$ cat config.mk
export PLATFORM = sky130hd
export DESIGN_NAME = fetch_controller
export DESIGN_NICKNAME = d
export VERILOG_FILES = /design/src/rtl/fetch_pkg.sv /design/src/rtl/pc_next_sel.sv /design/src/rtl/fetch_controller.sv
export SDC_FILE = /design/constraint.sdc
export NUM_CORES = 1
export LEC_CHECK = 0
export ABC_CLOCK_PERIOD_IN_PS = 5700
export BUFFER_PORTS_ARGS = -buffer_cell sky130_fd_sc_hd__buf_2
export CAP_MARGIN = 15
export CORE_MARGIN = 1
export CORE_UTILIZATION = 29
export DETAILED_ROUTE_END_ITERATION = 8
export GPL_TIMING_DRIVEN = 0
export SLEW_MARGIN = 10
export SYNTH_ARGS = -nofsm -noshare
export SYNTH_HDL_FRONTEND = slang
export SYNTH_HIERARCHICAL = 1
export SYNTH_SLANG_ARGS = --single-unit
$ cat constraint.sdc
create_clock -name clk -period 5.7 [get_ports clk]
set_clock_uncertainty 0.1 [all_clocks]
set_input_delay 0.57 -clock clk [delete_from_list [all_inputs] [get_ports clk]]
set_output_delay 0.57 -clock clk [all_outputs]
set_load 0.05 [all_outputs]
$ cat src/rtl/fetch_pkg.sv
// fetch_pkg: shared types and constants for the fetch controller.
//   fetch_state_t    : fetch FSM state encoding
//   INST_W, PC_INCR  : instruction width and sequential PC step
//   fetch_next_state : state transition for the normal (non-fault) states
// Optional feature macro: FETCH_CTRL_MISALIGN_TRAP_EN adds the FAULT state.
package fetch_pkg;

    localparam int INST_W  = 32;
    localparam int PC_INCR = 4;

    typedef enum logic [2:0] {
        ST_REQ,
        ST_WAIT,
        ST_HOLD,
        ST_DRAIN
`ifdef FETCH_CTRL_MISALIGN_TRAP_EN
        , ST_FAULT
`endif
    } fetch_state_t;

    // Redirect wins over every other event. A redirect that catches a request
    // in flight (granted now, or still waiting) must drain its response.
    function automatic fetch_state_t fetch_next_state(
        input fetch_state_t st,
        input logic         br,
        input logic         gnt,
        input logic         rvalid,
        input logic         ready
    );
        fetch_state_t nxt;
        nxt = st;
        case (st)
            ST_REQ:   nxt = gnt ? (br ? ST_DRAIN : ST_WAIT) : ST_REQ;
            ST_WAIT:  nxt = br ? (rvalid ? ST_REQ : ST_DRAIN)
                               : (rvalid ? ST_HOLD : ST_WAIT);
            ST_HOLD:  nxt = (br || ready) ? ST_REQ : ST_HOLD;
            ST_DRAIN: nxt = rvalid ? ST_REQ : ST_DRAIN;
            default:  nxt = st;
        endcase
        return nxt;
    endfunction

endpackage

$ cat src/rtl/pc_next_sel.sv
// pc_next_sel: combinational next-PC selection for the fetch controller.
//   rstn      : low selects RESET_PC
//   advance   : decode accepted the held instruction -> pc + 4
//   br_taken  : redirect to br_pc + br_imm (highest priority after reset)
//   pc_next   : value loaded into pc on the next clock
// With FETCH_CTRL_MISALIGN_TRAP_EN:
//   freeze     : controller is in FAULT, pc holds
//   misaligned : redirect target has nonzero bits [1:0]; pc is not updated
// Without it the target is silently word-aligned.
module pc_next_sel
    import fetch_pkg::*;
#(
    parameter int              XLEN     = 32,
    parameter logic [XLEN-1:0] RESET_PC = '0
) (
    input  logic            rstn,
    input  logic            advance,
    input  logic            br_taken,
    input  logic [XLEN-1:0] pc,
    input  logic [XLEN-1:0] br_pc,
    input  logic [XLEN-1:0] br_imm,
`ifdef FETCH_CTRL_MISALIGN_TRAP_EN
    input  logic            freeze,
    output logic            misaligned,
`endif
    output logic [XLEN-1:0] pc_next
);

    logic [XLEN-1:0] target;

    // Both sums wrap modulo 2^XLEN by construction.
    assign target = br_pc + br_imm;

`ifdef FETCH_CTRL_MISALIGN_TRAP_EN
    assign misaligned = br_taken && (target[1:0] != 2'b00);
`endif

    always_comb begin
        pc_next = pc;
        if (!rstn) begin
            pc_next = RESET_PC;
`ifdef FETCH_CTRL_MISALIGN_TRAP_EN
        end else if (freeze) begin
            pc_next = pc;
        end else if (br_taken) begin
            if (!misaligned) pc_next = target;
`else
        end else if (br_taken) begin
            pc_next = target & ~XLEN'(3);
`endif
        end else if (advance) begin
            pc_next = pc + XLEN'(PC_INCR);
        end
    end

endmodule

$ cat src/rtl/fetch_controller.sv
// fetch_controller: handshaked PC / instruction-memory fetch loop.
// One fetch outstanding at a time; the returned word is held for decode
// until accepted, then the PC steps by 4 or is redirected by a taken branch.
// Ports:
//   clk, rstn                 : clock, synchronous active-low reset
//   pc                        : architectural fetch PC
//   imem_req/addr/gnt         : request channel (addr always equals pc)
//   imem_rvalid/rdata         : response channel
//   inst_valid/inst/inst_pc   : held instruction towards decode
//   inst_ready                : decode accepts the held instruction
//   br_taken/br_pc/br_imm     : single-cycle redirect to br_pc + br_imm
//   misalign_fault            : sticky fault (only with macro below)
// Optional feature macro: FETCH_CTRL_MISALIGN_TRAP_EN -- misaligned redirect
// targets trap into a FAULT state instead of being word-aligned.
module fetch_controller
    import fetch_pkg::*;
#(
    parameter int              XLEN     = 32,
    parameter logic [XLEN-1:0] RESET_PC = '0
) (
    input  logic              clk,
    input  logic              rstn,
    output logic [XLEN-1:0]   pc,
    output logic              imem_req,
    output logic [XLEN-1:0]   imem_addr,
    input  logic              imem_gnt,
    input  logic              imem_rvalid,
    input  logic [INST_W-1:0] imem_rdata,
    output logic              inst_valid,
    output logic [INST_W-1:0] inst,
    output logic [XLEN-1:0]   inst_pc,
    input  logic              inst_ready,
    input  logic              br_taken,
    input  logic [XLEN-1:0]   br_pc,
    input  logic [XLEN-1:0]   br_imm
`ifdef FETCH_CTRL_MISALIGN_TRAP_EN
    ,
    output logic              misalign_fault
`endif
);

    fetch_state_t    state;
    fetch_state_t    state_nxt;
    logic [XLEN-1:0] pc_next;
    logic            advance;
    logic            capture;

    assign imem_addr = pc;
    assign advance   = (state == ST_HOLD) && inst_ready;
    // A redirect in the same cycle as the response discards the response.
    assign capture   = (state == ST_WAIT) && imem_rvalid && !br_taken;

`ifdef FETCH_CTRL_MISALIGN_TRAP_EN
    logic in_fault;
    logic misaligned;

    assign in_fault  = (state == ST_FAULT);
    // FAULT is terminal until reset; any late response is simply ignored.
    assign state_nxt = (in_fault || misaligned) ? ST_FAULT
                     : fetch_next_state(state, br_taken, imem_gnt, imem_rvalid, inst_ready);
`else
    assign state_nxt = fetch_next_state(state, br_taken, imem_gnt, imem_rvalid, inst_ready);
`endif

    pc_next_sel #(
        .XLEN     (XLEN),
        .RESET_PC (RESET_PC)
    ) u_pc_next_sel (
        .rstn       (rstn),
        .advance    (advance),
        .br_taken   (br_taken),
        .pc         (pc),
        .br_pc      (br_pc),
        .br_imm     (br_imm),
`ifdef FETCH_CTRL_MISALIGN_TRAP_EN
        .freeze     (in_fault),
        .misaligned (misaligned),
`endif
        .pc_next    (pc_next)
    );

    // Outputs are registered decodes of the next state, so nothing from
    // inst_ready reaches imem_req combinationally.
    always_ff @(posedge clk) begin
        pc <= pc_next;
        if (!rstn) begin
            state      <= ST_REQ;
            imem_req   <= 1'b1;
            inst_valid <= 1'b0;
            inst       <= '0;
            inst_pc    <= '0;
`ifdef FETCH_CTRL_MISALIGN_TRAP_EN
            misalign_fault <= 1'b0;
`endif
        end else begin
            state      <= state_nxt;
            imem_req   <= (state_nxt == ST_REQ);
            inst_valid <= (state_nxt == ST_HOLD);
            if (capture) begin
                inst    <= imem_rdata;
                inst_pc <= pc;
            end
`ifdef FETCH_CTRL_MISALIGN_TRAP_EN
            if (state_nxt == ST_FAULT) misalign_fault <= 1'b1;
`endif
        end
    end

endmodule

# Word-level counts from Yosys, hierarchy flattened
# Index checks and enable logic that the tools add are counted.
totals:
  register_bits: 101
  output_inout_bits: 130
  word_cells: 32
op_classes:
  bitwise_logic: 1
  n_eq_ne: 4
  mux: 9
  n_addsub: 2
  n_reduce_logical: 9
ops:
  columns: ["op", "count"]
  rows:
  - ["32-bit 2-to-1 mux", 2]
  - ["32-bit by 3-bit adder with 32-bit output, second input constant", 1]
  - ["32-bit adder", 1]
  - ["3-bit one-hot mux with 4 select lines", 1]
  - ["2-bit 2-to-1 mux", 5]
  - ["3-bit by 2-bit equality test with 1-bit output, second input constant", 3]
  - ["3-bit zero test", 2]
  - ["3-bit by 1-bit equality test with 1-bit output, second input constant", 1]
  - ["1-bit logical AND", 3]
  - ["3-bit 2-to-1 mux", 1]
  - ["2-bit nonzero test", 1]
  - ["2-bit OR reduction", 1]
  - ["1-bit zero test", 1]
  - ["1-bit logical OR", 1]
  - ["1-bit inverter", 1]

# Longest topological paths before layout
# Gate-level depths: netlist of run 1.
depth:
  word_depth: 4
  mapped_depth: 12
  ltp_nobuf: 9

# Cells and area by module
# Netlist of run 1, hierarchy kept.
by_module_without_submodules:
  columns: ["module", "seq_area_each_um2", "n_inst", "area_each_um2", "cells_each"]
  rows:
  - ["fetch_controller", 2021.9, 1, 3611.0, 390]
  - ["pc_next_sel", 0.0, 1, 2394.8, 361]

# Worst setup path after synthesis of run 1
# OpenSTA, ideal clock, no wires.
synth_path:
  path_kind: "input port to flip-flop"
  startpoint: "input br_pc[2]"
  endpoint: "register pc[30], in the netlist imem_addr[30]"
  setup_ns: 0.117
  required_ns: 5.483
  arrival_time_ns: 2.599
  setup_slack_ns: 2.884
  cell_stages: 9
  path_buffers: 0
  path_cell_list: "ha_1 -> o21a_2 -> o221a_4 -> a2111oi_4 -> nor4_2 -> o21ai_2 -> a31oi_1 -> or3_1 -> a32o_1"
synth_via:
  elab_chain_len: 2
synth_rtl:
  columns: ["element", "line", "text"]
  rows:
  - ["start, declared", "fetch_controller.sv:34", "input logic [XLEN-1:0] br_pc,"]
  - ["32-bit adder", "pc_next_sel.sv:32", "assign target = br_pc + br_imm;"]
  - ["32-bit 2-to-1 mux", "pc_next_sel.sv:48", "end else if (br_taken) begin"]
  - ["end signal, assigned", "fetch_controller.sv:85", "pc <= pc_next;"]
  - ["end, declared", "fetch_controller.sv:23", "output logic [XLEN-1:0] pc,"]
# Every way passes these cells.
# A chain may end at the register's enable or synchronous reset.

# Final worst setup path of run 1
layout_path:
  startpoint: "register state[0]"
  endpoint: "register pc[31], in the netlist imem_addr[31]"
layout_via:
  elab_chain_len: 3
layout_rtl:
  columns: ["element", "line", "text"]
  rows:
  - ["start, declared", "fetch_controller.sv:42", "fetch_state_t state;"]
  - ["start signal, assigned", "fetch_controller.sv:96", "state <= state_nxt;"]
  - ["3-bit by 2-bit equality test with 1-bit output", "fetch_controller.sv:49", "assign advance = (state == ST_HOLD) && inst_ready;"]
  - ["1-bit logical AND", "fetch_controller.sv:49", null]
  - ["net advance", "fetch_controller.sv:45", "logic advance;"]
  - ["2-bit nonzero test (no source line)", null, null]
# The timed path passes the listed nets, and every way through them passes these cells.

==> impl_results.md, run 1 <==
* Critical Path End Type: flop
* Number of synthesized flops with an enable pin at 0
* I/O pin count at 232
* Core Area at 20300 um^2
* Fillers at 2173
* Initial antenna violation count at 0
* Diodes inserted at 0
* Worst EP required at between 5 and 6 ns
* Max Fclk at 302.5 MHz
* Ys async rst share at 0%
* Placement Setup Slack at 2.469 ns
* Max Cap Viol at 0
* Average cell area after synthesis at around 8.0 um^2
* CP Launch Type: flop
* Fin worst setup slack at 2.394 ns
* Crit share post-route at 58.00%
* Drt first-iter violations at between 200 and 300
* Final wirelength at 18.70 mm
* Chip Height at 145.9 um
* CTS sink cnt at around 100
* Ratio of cells with drive above 1 in the final layout at 31.36%
* TNS Setup at 0 ns
* Area Growth Syn to Fin at 30.13%
* Rel. slew slack at 53.13%
* Yosys warning total at 6
* Setup CP Type: reg -> reg
* HP Class: in -> reg
* Vias in the first global route at 5706
* Post-synth top flop: dfxtp_1
* DPL Wire Length at 14.67 mm
* Static Leak at around 3.5 nW
* Slowest cell on the critical path: nor4_2
* Max VDD drop at between 0.15 and 0.2 mV
* R2r setup slk at 2.39 ns
* Worst path max stage delay at 0.66 ns
* Hold buffers post-CTS at 0
* Min Tclk post-route at 3.306 ns
* CTS root buf: clkbuf_16
* Syn nets at slightly below 900
* Pin count of the biggest net entering global routing at 17
* Per-cell routed wire length at 14.74 um
* Die boundary width at 145.9 um
* CTS tree: built
* Seq/Total Area, Yosys at around a third
* Finished Core Util at 38.50%
* Max Fanout on Critical Path at 7
* Multi-input combinational cell area at 3453 um^2
* Core Rows at 52
* Gpl congestion at a little over 0.8
* Slew Limit Fails at 0
* Post-CTS setup buffers at 0
* Vias after detailed routing at between 6000 and 7000
* Unrepaired setup endpoints after global routing: false
* Starting Density at 29.59%
* PD cells at 265.3 nW/um^2
* Tightest Pin Transition at 0.6972 ns
* Worst-Skew Late Latency at 0.35 ns
* Total Power at 2.073 mW
* Hold Fails Final Rpt at 0
* Final setup fails at 0
* CTS Buffer Depth at 2
* Detailed Routing Iterations Pass 1 at 4
* Worst-path clk slew at approximately 0.07 ns
* Via-per-instance ratio at 4.778
* Post-CTS Resized at 0
* Worst Path Arrival at 3.47 ns
* CP cell instances: or2_2 > nor2_1 > buf_2 > nand3_1 > nor4_2 > nand4_1 > nor3_1 > xor2_1 > o21ai_0 > a211oi_1
* Hold WS at approximately 0.37 ns
* Distinct cells, synth at 59
* Total die area at about 21000 um^2
* # H-tree levels at 3
* GRT Residual Overflow at 0
* Total track usage at 17.65%
* Fin nets at 1128
* DRC Markers at 0
* Post-Syn Instances at about 750
* Cell area after synthesis at ~6000 um^2
* Register area at 2022 um^2
* Register bit total from synthesis at 101
* Num CTS Buffers at 9
* First-pass GRT wire length at 29.89 mm
* DRT antenna net count at 0
* Port Buf Inserts at 231
* Outcome: completed
[logic make-up (layout without fill, tap and decap cells)]
kind of cell    count (synthesis)  after routing  share of synthesized area, %
compound gates                242            242                         23.46
xor+xnor                       52             52                         7.583
fa+ha+maj                      33             33                         6.875
flops                         101            101                         33.67
mux                             4              4                        0.6875
buf+inv                        97            344                         8.833
simple gates                  222            222                         18.90
[cell usage in the layout, fill, tap and decap left out, types with 6 or more instances in the layout]
cell,instances
clkbuf_16,9
xor2_1,20
clkbuf_1,35
nor2_1,35
a21o_1,7
a211oi_1,14
nor2b_1,7
inv_1,15
or2_2,6
nor3_1,8
a21oi_1,99
buf_4,40
nand3_1,88
dfxtp_1,101
and3_1,9
xnor2_1,32
and2_1,6
ha_1,33
o21ai_1,6
o21ai_0,79
nand4_1,10
buf_2,238
nand2_1,33
[cells in the mapped netlist (6+ instances only)]
| cell | count | area [um^2] |
|---|---|---|
| nand4_1 | 10 | 62.56 |
| inv_1 | 15 | 56.30 |
| or2_2 | 6 | 37.54 |
| dfxtp_1 | 101 | 2022 |
| a21oi_1 | 99 | 495.5 |
| o21ai_1 | 6 | 30.03 |
| nand3_1 | 88 | 440.4 |
| buf_4 | 40 | 300.3 |
| buf_2 | 7 | 35.03 |
| nor2_1 | 35 | 131.4 |
| and2_1 | 6 | 37.54 |
| a21o_1 | 7 | 52.55 |
| clkbuf_1 | 34 | 127.6 |
| and3_1 | 9 | 56.30 |
| ha_1 | 33 | 412.9 |
| a211oi_1 | 14 | 105.1 |
| xor2_1 | 20 | 175.2 |
| xnor2_1 | 32 | 280.3 |
| nor2b_1 | 7 | 43.79 |
| o21ai_0 | 79 | 395.4 |
| nand2_1 | 33 | 123.9 |
| nor3_1 | 8 | 40.04 |
[path summary, 6_finish.rpt]
kind | from | to | depth (start not counted)
min | imem_rdata[29] | inst[29] | 3
min reg2reg | inst[31] | inst[31] | 2
max | state[0] | imem_addr[31] | 10
max reg2reg | state[0] | imem_addr[31] | 10
[layout make-up]
type                       count  area share, %
sequential                   101          25.87
clock buffer                  10          2.930
timing repair buffer         231          14.79
buffer                        82          6.068
inverter                      15         0.7205
tap                          270          4.323
clock inverter                 6          1.105
multi-input combinational    553          44.19
[per-stage QoR]
| step | cells | cell area [um^2] |
|---|---|---|
| final | 1268 | 7815 |
| after CTS | 1268 | 7815 |
| after detailed placement | 1252 | 7500 |
| after floorplan | 751 | 6006 |
| after global routing | 1268 | 7815 |
| after global placement | 1252 | 7500 |
[flip-flops by register name, indices dropped and copies added (netlist names)]
| signal | count |
|---|---|
| imem_addr | 32 |
| inst | 32 |
| inst_valid | 1 |
| inst_pc | 32 |
| state | 3 |
| imem_req | 1 |
[metal layers]
layer | GRT usage [%] | vias to the layer above | part of all wire (%)
li1 | - | 3158 | -
met5 | 0 | - | 0
met4 | 6.000 | 0 | 1.6
met3 | 3.009 | 15 | 4.9
met1 | 22.93 | 2714 | 47
met2 | 29.45 | 172 | 47
[power breakdown]
part | switching (mW) | total [mW] | internal, mW
registers | 0.0511 | 0.791 | 0.739
clock network | 0.272 | 0.657 | 0.385
logic | 0.414 | 0.625 | 0.212
[critical path: cells and delay by family, from the launching register on]
| family | cells | cell delay, ns |
|---|---|---|
| AOI/OAI and AO/OA | 2 | 0.33 |
| and+or+nand+nor | 6 | 2.03 |
| xor gates and xnor gates | 1 | 0.17 |
| DFF | 1 | 0.36 |
| buffers and inverters | 1 | 0.24 |
(Power assumes the default switching activity.)
==> run 2, diff against run 1 <==
- ABC_CLOCK_PERIOD_IN_PS: 5700 -> 3200
- clock period: 5.7 -> 3.2 ns (I/O delays scaled with it)
==> impl_results.md, run 2 (synthesis gave the netlist of run 1 again) <==
* DPL Wire Length at 14.67 mm (unchanged)
* Clock power frac at 31.8% (was 31.7%)
* I/O pin count at 232 (unchanged)
* Total track usage at 17.65% (unchanged)
* Max VDD drop at 0.2792 mV (was 0.1568 mV)
* Power Internal at 2.380 mW (was 1.336 mW)
* Critical Path End Type: flop (unchanged)
* Slew Limit Fails at 0 (unchanged)
* Finished layout cell area at 7835 um^2 (was 7815 um^2)
* Final setup fails at 0 (unchanged)
* Post-CTS Resized at 0 (unchanged)
* DRC Markers at 0 (unchanged)
* Total Power at 3.698 mW (was 2.073 mW)
* Core Rows at 52 (unchanged)
* Hold WS at 0.1174 ns (was 0.3700 ns)
* Tightest Pin Transition at 0.5960 ns (was 0.6972 ns)
* First-pass GRT wire length at 29.89 mm (unchanged)
* Gpl congestion at 0.8209 (unchanged)
* Starting Density at 29.59% (unchanged)
* Pin count of the biggest net entering global routing at 17 (unchanged)
* Chip Height at 145.9 um (unchanged)
* Commonest cells after routing, fill and taps aside: buf_2 (238), dfxtp_1 (101), a21oi_1 (99) (unchanged)
* Min Tclk post-route at 3.017 ns (was 3.306 ns)
* Max Fanout on Critical Path at 7 (unchanged)
* Final wirelength at 18.75 mm (was 18.70 mm)
* Drt first-iter violations at 267 (was 256)
* Switch Pwr at 1.318 mW (was 0.7371 mW)
* Fin nets at 1128 (unchanged)
* Hold Fails Final Rpt at 0 (unchanged)
* Die boundary width at 145.9 um (unchanged)
* Via-per-instance ratio at 4.792 (was 4.778)
* CTS root buf: clkbuf_16 (unchanged)
* Area Growth Syn to Fin at 30.46% (was 30.13%)
* Post-CTS setup buffers at 0 (unchanged)
* CTS Buffer Depth at 2 (unchanged)
* CTS sink cnt at 101 (unchanged)
* Per-cell routed wire length at 14.79 um (was 14.74 um)
* Ratio of cells with drive above 1 in the final layout at 31.46% (was 31.36%)
* GRT Residual Overflow at 0 (unchanged)
* Outcome: completed (unchanged)
* Initial antenna violation count at 0 (unchanged)
* Core Area at 20300 um^2 (unchanged)
* Worst-Skew Late Latency at 0.35 ns (about the same)
* DRT antenna net count at 0 (unchanged)
* Vias in the first global route at 5706 (unchanged)
* Flop pwr share at 38.1% (about the same)
* HP Class: in -> reg (unchanged)
* Worst-path clk slew at 0.07 ns (about the same)
* CP Launch Type: flop (unchanged)
* PD cells at 472.0 nW/um^2 (was 265.3 nW/um^2)
* Num CTS Buffers at 9 (unchanged)
* Vias after detailed routing at 6076 (was 6059)
* Gate power share at 30.2% (about the same)
* Dpl cells at 1252 (unchanged)
* Hold buffers post-CTS at 0 (unchanged)
* Layout Cells excl Fill at 1268 (unchanged)
* Port Buf Inserts at 231 (unchanged)
* Detailed Routing Iterations Pass 1 at 4 (unchanged)
* Rel. slew slack at 59.24% (was 53.13%)
* CTS tree: built (unchanged)
* Max Fclk at 331.5 MHz (was 302.5 MHz)
* Diodes inserted at 0 (unchanged)
* Worst Path Arrival at 3.19 ns (was 3.47 ns)
* Crit share post-route at 94.28% (was 58.00%)
* Most common cell after layout, fill and taps aside: buf_2 (unchanged)
* # H-tree levels at 3 (unchanged)
* Max Cap Viol at 0 (unchanged)
* Setup CP Type: reg -> reg (unchanged)
* Switching Share at 35.63% (was 35.55%)
* Static Leak at 3.509 nW (was 3.481 nW)
* Worst EP required at 3.37 ns (was 5.87 ns)
* Total die area at 21290 um^2 (unchanged)
* Unrepaired setup endpoints after global routing: false (unchanged)
* Post-place instance area at 7500 um^2 (unchanged)
run 2: power groups by stage:
stage               combinational (mW)  sequential, mW  clock [mW]
floorplan                        0.636            1.61           0
global placement                  1.11            1.44           0
detailed placement                1.11            1.44           0
CTS                               1.12            1.41        1.21
global route                      1.21            1.42        1.26
finish                            1.11            1.41        1.17
run 2: cell type report:
class / instances / area [um^2]
buffer: 82 / 474.2
clock buffer: 10 / 229.0
clock inverter: 6 / 86.33
fill: 2172 / 12460
inverter: 15 / 56.30
multi-input combinational: 553 / 3473
sequential: 101 / 2022
tap: 270 / 337.8
timing repair buffer: 231 / 1156
run 2: critical path: stages, from the launching register on:
cell and delay, ns:
dfxtp_1 0.36, or2_2 0.34, nor2_1 0.24, buf_2 0.24
nand3_1 0.19, nor4_4 0.36, nand4_1 0.35, nor3_1 0.27
xor2_1 0.17, o21ai_0 0.11, a211oi_1 0.22
run 2: metrics by stage:
| stage | utilization (%) | worst slack, ns | setup TNS [ns] |
|---|---|---|---|
| after detailed placement | 36.95 | 0.03182 | 0 |
| final | 38.60 | 0.1832 | 0 |
| after floorplan | - | 0.5830 | 0 |
| after CTS | 38.50 | 0.003833 | 0 |
| after global placement | 36.95 | -0.005485 | -0.005485 |
| after global routing | 38.60 | 0.05208 | 0 |
run 2: metal layers:
layer | part of all wire (%) | up-vias | track usage (%) | wire, um
met4 | 2.0 | 0 | 6.000 | 374
li1 | - | 3154 | - | -
met3 | 4.8 | 21 | 3.009 | 901
met1 | 47 | 2735 | 22.93 | 8725
met5 | 0 | - | 0 | 0
met2 | 47 | 166 | 29.45 | 8750
run 2: worst paths after layout:
kind,to,depth (start not counted),slack (ns),startpoint
setup / recovery,imem_addr[31],10,0.18,state[0]
hold / removal,inst[29],3,0.12,imem_rdata[29]
setup reg to reg,imem_addr[31],10,0.18,state[0]
hold reg to reg,inst[31],2,0.37,inst[31]
